[src/rtl/mem_ctrl_pkg.sv]
// Shared encodings for the memory access controller: access sizes, error codes,
// FSM states and the default per-beat timeout.
package mem_ctrl_pkg;

    localparam int DEFAULT_TIMEOUT_CYC = 15;

    typedef enum logic [1:0] {
        DT_BYTE   = 2'b00,
        DT_HALF   = 2'b01,
        DT_WORD   = 2'b10,
        DT_DOUBLE = 2'b11
    } data_type_e;

    typedef enum logic [1:0] {
        ERR_OK       = 2'b00,
        ERR_MISALIGN = 2'b01,
        ERR_TIMEOUT  = 2'b10
    } err_e;

    typedef enum logic [2:0] {
        IDLE  = 3'd0,
        CHECK = 3'd1,
        BEAT1 = 3'd2,
        GAP   = 3'd3,
        BEAT2 = 3'd4,
        FIN   = 3'd5
    } state_e;

    // Natural alignment: each size must sit on a multiple of its own width.
    function automatic logic is_misaligned(input logic [1:0] dt, input logic [2:0] a);
        logic bad;
        bad = 1'b0;
        case (dt)
            DT_HALF:   bad = a[0];
            DT_WORD:   bad = |a[1:0];
            DT_DOUBLE: bad = |a;
            default:   bad = 1'b0;
        endcase
        return bad;
    endfunction

endpackage

[src/rtl/mem_lane_align.sv]
// Combinational lane steering: little-endian load extraction plus store
// replication and byte enables for one 32-bit memory word.
module mem_lane_align
    import mem_ctrl_pkg::*;
(
    input  logic [1:0]  data_type,
    input  logic [1:0]  byte_off,
    input  logic [31:0] store_word,
    input  logic [31:0] load_word,
    output logic [3:0]  be,
    output logic [31:0] store_lanes,
    output logic [31:0] load_data
);

    always_comb begin
        be          = 4'b1111;
        store_lanes = store_word;
        load_data   = load_word;
        case (data_type)
            DT_BYTE: begin
                be          = 4'b0001 << byte_off;
                store_lanes = {4{store_word[7:0]}};
                load_data   = (load_word >> {byte_off, 3'b000}) & 32'h0000_00FF;
            end
            DT_HALF: begin
                be          = byte_off[1] ? 4'b1100 : 4'b0011;
                store_lanes = {2{store_word[15:0]}};
                load_data   = (load_word >> {byte_off[1], 4'b0000}) & 32'h0000_FFFF;
            end
            default: begin
                be          = 4'b1111;
                store_lanes = store_word;
                load_data   = load_word;
            end
        endcase
    end

endmodule

[src/rtl/mem_access_ctrl.sv]
// Memory access controller: checks alignment, runs one or two handshaked beats
// with a per-beat timeout and reports completion with a registered done/err.
module mem_access_ctrl
    import mem_ctrl_pkg::*;
#(
    parameter int TIMEOUT_CYC = DEFAULT_TIMEOUT_CYC
)
(
    input  logic        clk,
    input  logic        reset_n,
    input  logic        start,
    input  logic        rw,
    input  logic [1:0]  dataType,
    input  logic [31:0] addr,
    input  logic [63:0] wdata,
    output logic        mem_mfa,
    output logic [31:0] mem_addr,
    output logic        mem_rw,
    output logic [3:0]  mem_be,
    output logic [31:0] mem_wdata,
    input  logic [31:0] mem_rdata,
    input  logic        mem_mfc,
    output logic        busy,
    output logic        done,
    output logic [31:0] rdata,
    output logic [31:0] rdata_hi,
    output logic [1:0]  err
);

    localparam int CW = $clog2(TIMEOUT_CYC + 1);

    state_e        state;
    logic          rw_q;
    logic [1:0]    dt_q;
    logic [31:0]   addr_q;
    logic [63:0]   wdata_q;
    logic [31:0]   lo_q;
    logic [CW-1:0] count;

    logic [31:0]   store_word;
    logic [3:0]    align_be;
    logic [31:0]   align_wdata;
    logic [31:0]   align_load;
    logic          beat_timeout;

    // GAP is the only state that launches the second beat, so it selects the upper word.
    assign store_word   = (state == GAP) ? wdata_q[63:32] : wdata_q[31:0];
    assign beat_timeout = (count == CW'(TIMEOUT_CYC - 1));

    mem_lane_align u_align (
        .data_type   (dt_q),
        .byte_off    (addr_q[1:0]),
        .store_word  (store_word),
        .load_word   (mem_rdata),
        .be          (align_be),
        .store_lanes (align_wdata),
        .load_data   (align_load)
    );

    always_ff @(posedge clk) begin
        if (!reset_n) begin
            state     <= IDLE;
            rw_q      <= 1'b0;
            dt_q      <= 2'b00;
            addr_q    <= '0;
            wdata_q   <= '0;
            lo_q      <= '0;
            count     <= '0;
            mem_mfa   <= 1'b0;
            mem_addr  <= '0;
            mem_rw    <= 1'b0;
            mem_be    <= 4'b0000;
            mem_wdata <= '0;
            busy      <= 1'b0;
            done      <= 1'b0;
            rdata     <= '0;
            rdata_hi  <= '0;
            err       <= ERR_OK;
        end else begin
            done <= 1'b0;
            case (state)
                IDLE: begin
                    if (start) begin
                        rw_q    <= rw;
                        dt_q    <= dataType;
                        addr_q  <= addr;
                        wdata_q <= wdata;
                        mem_rw  <= rw;
                        busy    <= 1'b1;
                        state   <= CHECK;
                    end
                end

                CHECK: begin
                    if (is_misaligned(dt_q, addr_q[2:0])) begin
                        state    <= FIN;
                        done     <= 1'b1;
                        err      <= ERR_MISALIGN;
                        rdata    <= '0;
                        rdata_hi <= '0;
                    end else begin
                        state     <= BEAT1;
                        mem_mfa   <= 1'b1;
                        mem_addr  <= {addr_q[31:2], 2'b00};
                        mem_be    <= align_be;
                        mem_wdata <= rw_q ? 32'h0 : align_wdata;
                        count     <= '0;
                    end
                end

                BEAT1: begin
                    if (mem_mfc) begin
                        mem_mfa   <= 1'b0;
                        mem_be    <= 4'b0000;
                        mem_wdata <= '0;
                        if (dt_q == DT_DOUBLE) begin
                            lo_q  <= mem_rdata;
                            state <= GAP;
                        end else begin
                            state    <= FIN;
                            done     <= 1'b1;
                            err      <= ERR_OK;
                            rdata    <= rw_q ? align_load : 32'h0;
                            rdata_hi <= '0;
                        end
                    end else if (beat_timeout) begin
                        mem_mfa   <= 1'b0;
                        mem_be    <= 4'b0000;
                        mem_wdata <= '0;
                        count     <= count + 1'b1;
                        state     <= FIN;
                        done      <= 1'b1;
                        err       <= ERR_TIMEOUT;
                        rdata     <= '0;
                        rdata_hi  <= '0;
                    end else begin
                        count <= count + 1'b1;
                    end
                end

                GAP: begin
                    state     <= BEAT2;
                    mem_mfa   <= 1'b1;
                    mem_addr  <= {addr_q[31:2], 2'b00} + 32'd4;
                    mem_be    <= align_be;
                    mem_wdata <= rw_q ? 32'h0 : align_wdata;
                    count     <= '0;
                end

                BEAT2: begin
                    if (mem_mfc) begin
                        mem_mfa   <= 1'b0;
                        mem_be    <= 4'b0000;
                        mem_wdata <= '0;
                        state     <= FIN;
                        done      <= 1'b1;
                        err       <= ERR_OK;
                        rdata     <= rw_q ? lo_q : 32'h0;
                        rdata_hi  <= rw_q ? mem_rdata : 32'h0;
                    end else if (beat_timeout) begin
                        mem_mfa   <= 1'b0;
                        mem_be    <= 4'b0000;
                        mem_wdata <= '0;
                        count     <= count + 1'b1;
                        state     <= FIN;
                        done      <= 1'b1;
                        err       <= ERR_TIMEOUT;
                        rdata     <= '0;
                        rdata_hi  <= '0;
                    end else begin
                        count <= count + 1'b1;
                    end
                end

                FIN: begin
                    state <= IDLE;
                    busy  <= 1'b0;
                end

                default: begin
                    state   <= IDLE;
                    busy    <= 1'b0;
                    mem_mfa <= 1'b0;
                    mem_be  <= 4'b0000;
                end
            endcase
        end
    end

endmodule

[config.mk]
export PLATFORM = sky130hd
export DESIGN_NAME = mem_access_ctrl
export DESIGN_NICKNAME = d
export VERILOG_FILES = /design/src/rtl/mem_ctrl_pkg.sv /design/src/rtl/mem_lane_align.sv /design/src/rtl/mem_access_ctrl.sv
export SDC_FILE = /design/constraint.sdc
export NUM_CORES = 1
export LEC_CHECK = 0
export ABC_AREA = 1
export CAP_MARGIN = 20
export CORE_MARGIN = 2
export CORE_UTILIZATION = 33
export CTS_CLUSTER_DIAMETER = 50
export DETAILED_ROUTE_END_ITERATION = 10
export GPL_ROUTABILITY_DRIVEN = 0
export MAX_ROUTING_LAYER = met4
export SETUP_SLACK_MARGIN = 0.15
export SLEW_MARGIN = 20
export SYNTH_ARGS = -nofsm -noshare
export SYNTH_HDL_FRONTEND = slang
export SYNTH_SLANG_ARGS = --single-unit
[constraint.sdc]
create_clock -name clk -period 4.76 [get_ports clk]
set_clock_uncertainty 0.1 [all_clocks]
set_input_delay 0.714 -clock clk [delete_from_list [all_inputs] [get_ports clk]]
set_output_delay 0.714 -clock clk [all_outputs]
set_load 0.005 [all_outputs]
## Word level (Yosys, flattened, before mapping)

Cells that the tools add are included.

- Output and inout port bits: 138
- Register bits after elaboration: 275

- Bitwise gates (word level): 2
- Reduce and logical (&&, ||, !) cells: 18
- Equal/unequal tests: 15
- Shifts and indexed selects: 3
- Multiplexer cells: 61
- Add/sub/neg operators: 2

Operators by type and width:

| operator | number |
|---|---|
| $mux W32 | 18 |
| $pmux W32 S3 | 3 |
| $pmux W32 S2 | 3 |
| $add A32 B3 Y32 const B | 1 |
| $shr A32 B5 Y16 | 1 |
| $shr A32 B5 Y8 | 1 |
| $mux W4 | 6 |
| $mux W3 | 6 |
| $pmux W4 S4 | 1 |
| $pmux W3 S5 | 1 |
| $reduce_and A3 Y1 | 5 |
| $pmux W4 S3 | 1 |
| $mux W1 | 11 |
| $mux W2 | 5 |
| $ne A2 B2 Y1 const B | 4 |
| $pmux W4 S2 | 1 |
| $eq A3 B2 Y1 const B | 2 |
| $eq A3 B3 Y1 const B | 2 |
| $pmux W1 S3 | 2 |
| $pmux W2 S3 | 1 |
| $reduce_and A2 Y1 | 3 |
| $reduce_bool A3 Y1 | 2 |
| $reduce_or A2 Y1 | 3 |
| $add A4 B1 Y4 const B | 1 |
| other kinds (15) | 17 |

## Logic depth before layout (Yosys ltp)

- Depth after elaboration: 6
- Gate-level depth with buffers: 12

## Modules after synthesis

Synthesis repeated with hierarchy kept, for this count alone.

- Cell total of the unflattened synthesis: 2074
- Area, all modules: 14079.8 µm²

By module, submodules not included:

| module | seq. area each (µm²) | area each (µm²) | times used | cells each |
|---|---|---|---|---|
| mem_access_ctrl | 5465.2 | 13000.0 | 1 | 1857 |
| mem_lane_align | 0.0 | 1079.8 | 1 | 217 |

## Least setup slack after synthesis

OpenSTA, ideal clock, no wires.

- Path type: input -> register
- From: in mem_mfc
- To: reg rdata_hi[19]
- Data arrival time: 1.737 ns
- Buffers on the path: 2
- Library setup time: 0.070 ns
- Setup slack: 2.852 ns
- Stages on the path: 9
- Cells stage by stage: buf_2 -> inv_1 -> nand2_1 -> inv_1 -> clkbuf_1 -> nand2_1 -> o31ai_1 -> nand2_1 -> a21oi_1

- Word-level cells in the longest chain between the ends: 2
- Elaborated cells between the ends (all ways): 5
- Classes of those cells: eq/ne: 1; mux: 3; reduce/logical: 1

RTL lines:

| item | line | RTL |
|---|---|---|
| from (decl) | mem_access_ctrl.sv:22 | `input logic mem_mfc,` |
| $ne A3 B3 Y1 (no line), or another cell as far along | -- |  |
| $reduce_and A3 Y1 (no line) / $pmux W32 S3 (equally long branches) | -- |  |
| to (signal assigned) | mem_access_ctrl.sv:159 | `rdata_hi <= rw_q ? mem_rdata : 32'h0;` |
| to (decl) | mem_access_ctrl.sv:26 | `output logic [31:0] rdata_hi,` |

Parallel ways exist; a longest one is shown, timed or not.
A chain may end at the register's enable or synchronous reset.

## Worst setup path in the final report

- From: reg dt_q[1]
- To: reg rdata[16]

- Word-level cells in the longest chain between the ends: 6
- Elaborated cells between the ends (all ways): 15
- Classes of those cells: eq/ne: 5; mux: 8; reduce/logical: 2

RTL lines:

| item | line | RTL |
|---|---|---|
| from (decl) | mem_access_ctrl.sv:34 | `logic [1:0] dt_q;` |
| from (signal assigned) | mem_access_ctrl.sv:85 | `dt_q <= dataType;` |
| $eq A2 B1 Y1, or another cell as far along | mem_ctrl_pkg.sv:33, mem_lane_align.sv:19 |  |
| $pmux W32 S2 / $pmux W1 S3 (equally long branches) | mem_lane_align.sv:19, mem_ctrl_pkg.sv:33 |  |
| $mux W32 / $mux W1 (equally long branches) | mem_access_ctrl.sv:123, mem_access_ctrl.sv:81 |  |
| $mux W32 / $mux W1 (equally long branches) | mem_access_ctrl.sv:116, mem_access_ctrl.sv:61 |  |
| $mux W32 / $ne A2 B2 Y1 (equally long branches) | -- |  |
| $pmux W32 S3 / $reduce_and A3 Y1 (equally long branches) | -- |  |
| to (signal assigned) | mem_access_ctrl.sv:123 | `rdata <= rw_q ? align_load : 32'h0;` |
| to (signal assigned) | mem_access_ctrl.sv:158 | `rdata <= rw_q ? lo_q : 32'h0;` |
| to (decl) | mem_access_ctrl.sv:25 | `output logic [31:0] rdata,` |

Parallel ways exist; a longest one is shown, timed or not. The select of a mux whose other input is x is not followed.

==> flow_summary.json <==
{
  "overflow": 0,
  "dr.pass1.iters": 6,
  "peakVddDrop_mv": 0.353,
  "worst_pin_slew_ns": 0.951,
  "post_cts_resized": 0,
  "clock_sinks": 273,
  "ctsRootBufferMaster": "clkbuf_16",
  "crit_end": "rdata[16]$_SDFFE_PN0P_",
  "dp_hpwl_um": 31600,
  "first_global_vias": 12300,
  "p_int_mw": 5.43,
  "clkPwrFrac": 0.310,
  "core_um2": 38400,
  "antenna_left": 0,
  "cts_htree_levels": 2,
  "ys_top_cells_by_area": "dfxtp_1, nand2_1, a21oi_1",
  "seq_area_frac_synth": 0.428,
  "cts_tree": "yes",
  "yosys.area.top_type": "dfxtp_1",
  "leakage_nw": 6.32,
  "drcViolationCount": 0,
  "max_cap_viol_count": 0,
  "fin_total_pwr_mw": 9.03,
  "final.min_clock_period_ns": 3.17,
  "p_sw_mw": 3.61,
  "reg2reg_from": "dt_q[1]$_SDFFE_PN0P_",
  "worst-endpoint-arrival_ns": 3.54,
  "power_frac_seq": 0.335,
  "insertion_delay_ns": 0.55,
  "io_buffers": 270,
  "critPathCaptureType": "flip-flop",
  "dieWidth_um": 201,
  "hold_path_class": "reg2reg",
  "start_util": 0.333,
  "synth_area_um2": 12800,
  "combPwrFrac": 0.355,
  "fin_crit_sh": 0.666,
  "final_layout_size_suffix_gt1_frac": 0.0584,
  "clockBufferDepth": 3,
  "rr_worst_depth": 8,
  "grt_setup_unrepaired": "false",
  "setup_ws_ns": 1.59,
  "r2r-end": "rdata[16]$_SDFFE_PN0P_",
  "ys_warn_count": 0,
  "groute.usage.overall": 0.224,
  "setup.worst_path.start": "dt_q[1]$_SDFFE_PN0P_",
  "synthCells": 1859,
  "cts_setup_buffers": 0,
  "area_delta_synth_final_pct": 32.3,
  "required_ns": 5.13,
  "syn_avg_cell_area_um2": 6.87,
  "synth_top_area_share": 0.428,
  "fmax_mhz": 315,
  "finalSetupViolCount": 0,
  "nNetsFinal": 2197,
  "outcome": "finished clean",
  "antenna_found_initial": 1,
  "preCtsSetupSlack_ns": 1.07,
  "die_h_um": 201,
  "cts_buffers": 37,
  "avgRoutedWirePerCell_um": 17.2,
  "grt_pass1_wl_um": 69800,
  "slew_headroom": 0.364,
  "postLayoutCoreUtil": 0.440,
  "startpoint_type": "flip-flop",
  "switching_share": 0.399,
  "path_class": "reg2reg",
  "dieArea_um2": 40300,
  "hold_viol": 0,
  "num_vias": 13200,
  "ios": 273,
  "hold_buffers": 0,
  "rows": 72,
  "wl_um": 44900,
  "reg2reg_slack_ns": 1.59,
  "power.density_nw_per_um2": 535,
  "via_per_inst": 5.08,
  "synth_seq_cells": 273,
  "grt_max_degree": 136,
  "final_max_slew_viol_count": 0,
  "crit_path_max_fanout": 36,
  "setup_tns_ns": 0,
  "clk_pin_slew_worst_paths_ns": 0.06,
  "ys_types": 36,
  "drt_iter0_drc": 1138
}
==> flip-flops by register name, indices dropped and copies added (netlist names), 3 cells and up <==
name / cells
rdata: 32
mem_be: 4
lo_q: 32
mem_addr: 30
count: 4
mem_wdata: 32
wdata_q: 64
addr_q: 32
rdata_hi: 32
state: 3
==> kinds of logic (layout without fill, tap and decap cells) <==
kind of cell    count (synthesis)  count (layout)  share of synthesized area
simple gates                  914             914                      0.307
compound gates                421             421                      0.170
flops                         273             273                      0.428
buf+inv                       232             460                     0.0808
xor+xnor                       14              14                    0.00961
fa+ha+maj                       3               3                    0.00294
other cells                     1               3                   0.000294
mux                             1               1                   0.000784
==> stage by stage <==
step	hold slack (ns)	instance area, um^2	instances
3_3_place_gp	0.335	15600	2537
4_1_cts	0.350	16900	2605
6_report	0.352	16900	2607
2_1_floorplan	0.324	12800	1860
3_5_place_dp	0.342	15600	2537
5_1_grt	0.373	16900	2607
==> worst max-delay path, stage by stage, from the launching register on <==
cell,delay [ns]
dfxtp_1,0.29
buf_4,0.28
inv_1,0.61
nor2_1,0.20
nand2_4,0.34
nand3_4,0.43
nor2_4,0.53
nand2_1,0.11
a21oi_1,0.17
==> synth_stat cells <==
| cell | number |
|---|---|
| nand2_1 | 565 |
| dfxtp_1 | 273 |
| a21oi_1 | 248 |
| nand3_1 | 178 |
| o21ai_0 | 135 |
| nor2_1 | 107 |
| inv_1 | 100 |
| clkbuf_1 | 65 |
| buf_2 | 32 |
| nand4_1 | 24 |
| buf_4 | 14 |
| nor2_4 | 11 |
| xor2_1 | 11 |
| o21ai_1 | 10 |
| buf_6 | 9 |
| a211oi_1 | 8 |
| o211ai_1 | 8 |
| inv_2 | 7 |
| nand2_2 | 7 |
| nor2_2 | 7 |
| o22ai_1 | 6 |
| o31ai_1 | 6 |
| buf_1 | 3 |
| ha_1 | 3 |
| nand2_4 | 3 |
| nor3_1 | 3 |
| xnor2_1 | 3 |
| clkinv_1 | 2 |
| nand3_2 | 2 |
| nand3b_1 | 2 |
| nor3_2 | 2 |
| and2_1 | 1 |
| conb_1 | 1 |
| mux2i_1 | 1 |
| nand3_4 | 1 |
| nor2_8 | 1 |
==> worst min path at each step <==
stage | start | to | depth (start not counted)
2_1_floorplan | lo_q[26]$_SDFFE_PN0P_ | lo_q[26]$_SDFFE_PN0P_ | 2
5_1_grt | lo_q[17]$_SDFFE_PN0P_ | lo_q[17]$_SDFFE_PN0P_ | 2
3_5_place_dp | lo_q[17]$_SDFFE_PN0P_ | lo_q[17]$_SDFFE_PN0P_ | 2
6_report | lo_q[17]$_SDFFE_PN0P_ | lo_q[17]$_SDFFE_PN0P_ | 2
4_1_cts | lo_q[17]$_SDFFE_PN0P_ | lo_q[17]$_SDFFE_PN0P_ | 2
3_3_place_gp | lo_q[30]$_SDFFE_PN0P_ | lo_q[30]$_SDFFE_PN0P_ | 2
==> per-layer routing <==
layer / vias up / track usage / part of all wire
met3: 73 / 0.0357 / 0.068
met1: 6121 / 0.299 / 0.45
met2: 507 / 0.343 / 0.45
met4: 0 / 0.0807 / 0.027
met5: - / - / 0
li1: 6534 / - / -
==> placed cells by master, fill, tap and decap left out, drive strengths merged, types with 11 or more instances in the layout <==
| cell | n |
|---|---|
| nand4 | 24 |
| a21oi | 248 |
| o21ai | 145 |
| buf | 15 |
| clkinv | 13 |
| clkdlybuf4s50 | 268 |
| nand3 | 181 |
| nor2 | 126 |
| inv | 111 |
| nand2 | 575 |
| dfxtp | 273 |
| xor2 | 11 |
| clkbuf | 47 |
==> power by group through the flow <==
stage	Clock, mW	Combinational (mW)	Sequential, mW
detailed placement	0	3.21	3.07
CTS	2.85	3.22	3.02
finish	2.80	3.21	3.03
floorplan	0	2.22	2.94
global route	2.94	3.55	3.08
global placement	0	3.17	3.07
==> cell type report <==
| type | count | area (um^2) |
|---|---|---|
| multi-input cells | 1355 | 6280 |
| diodes | 1 | 2.50 |
| well taps | 518 | 648 |
| fillers | 4009 | 21500 |
| clock buffers | 47 | 1050 |
| flip-flops and latches | 273 | 5470 |
| repair buffers | 283 | 2820 |
| clock inverters | 21 | 201 |
| inverters | 109 | 414 |
(Power assumes the default switching activity.)
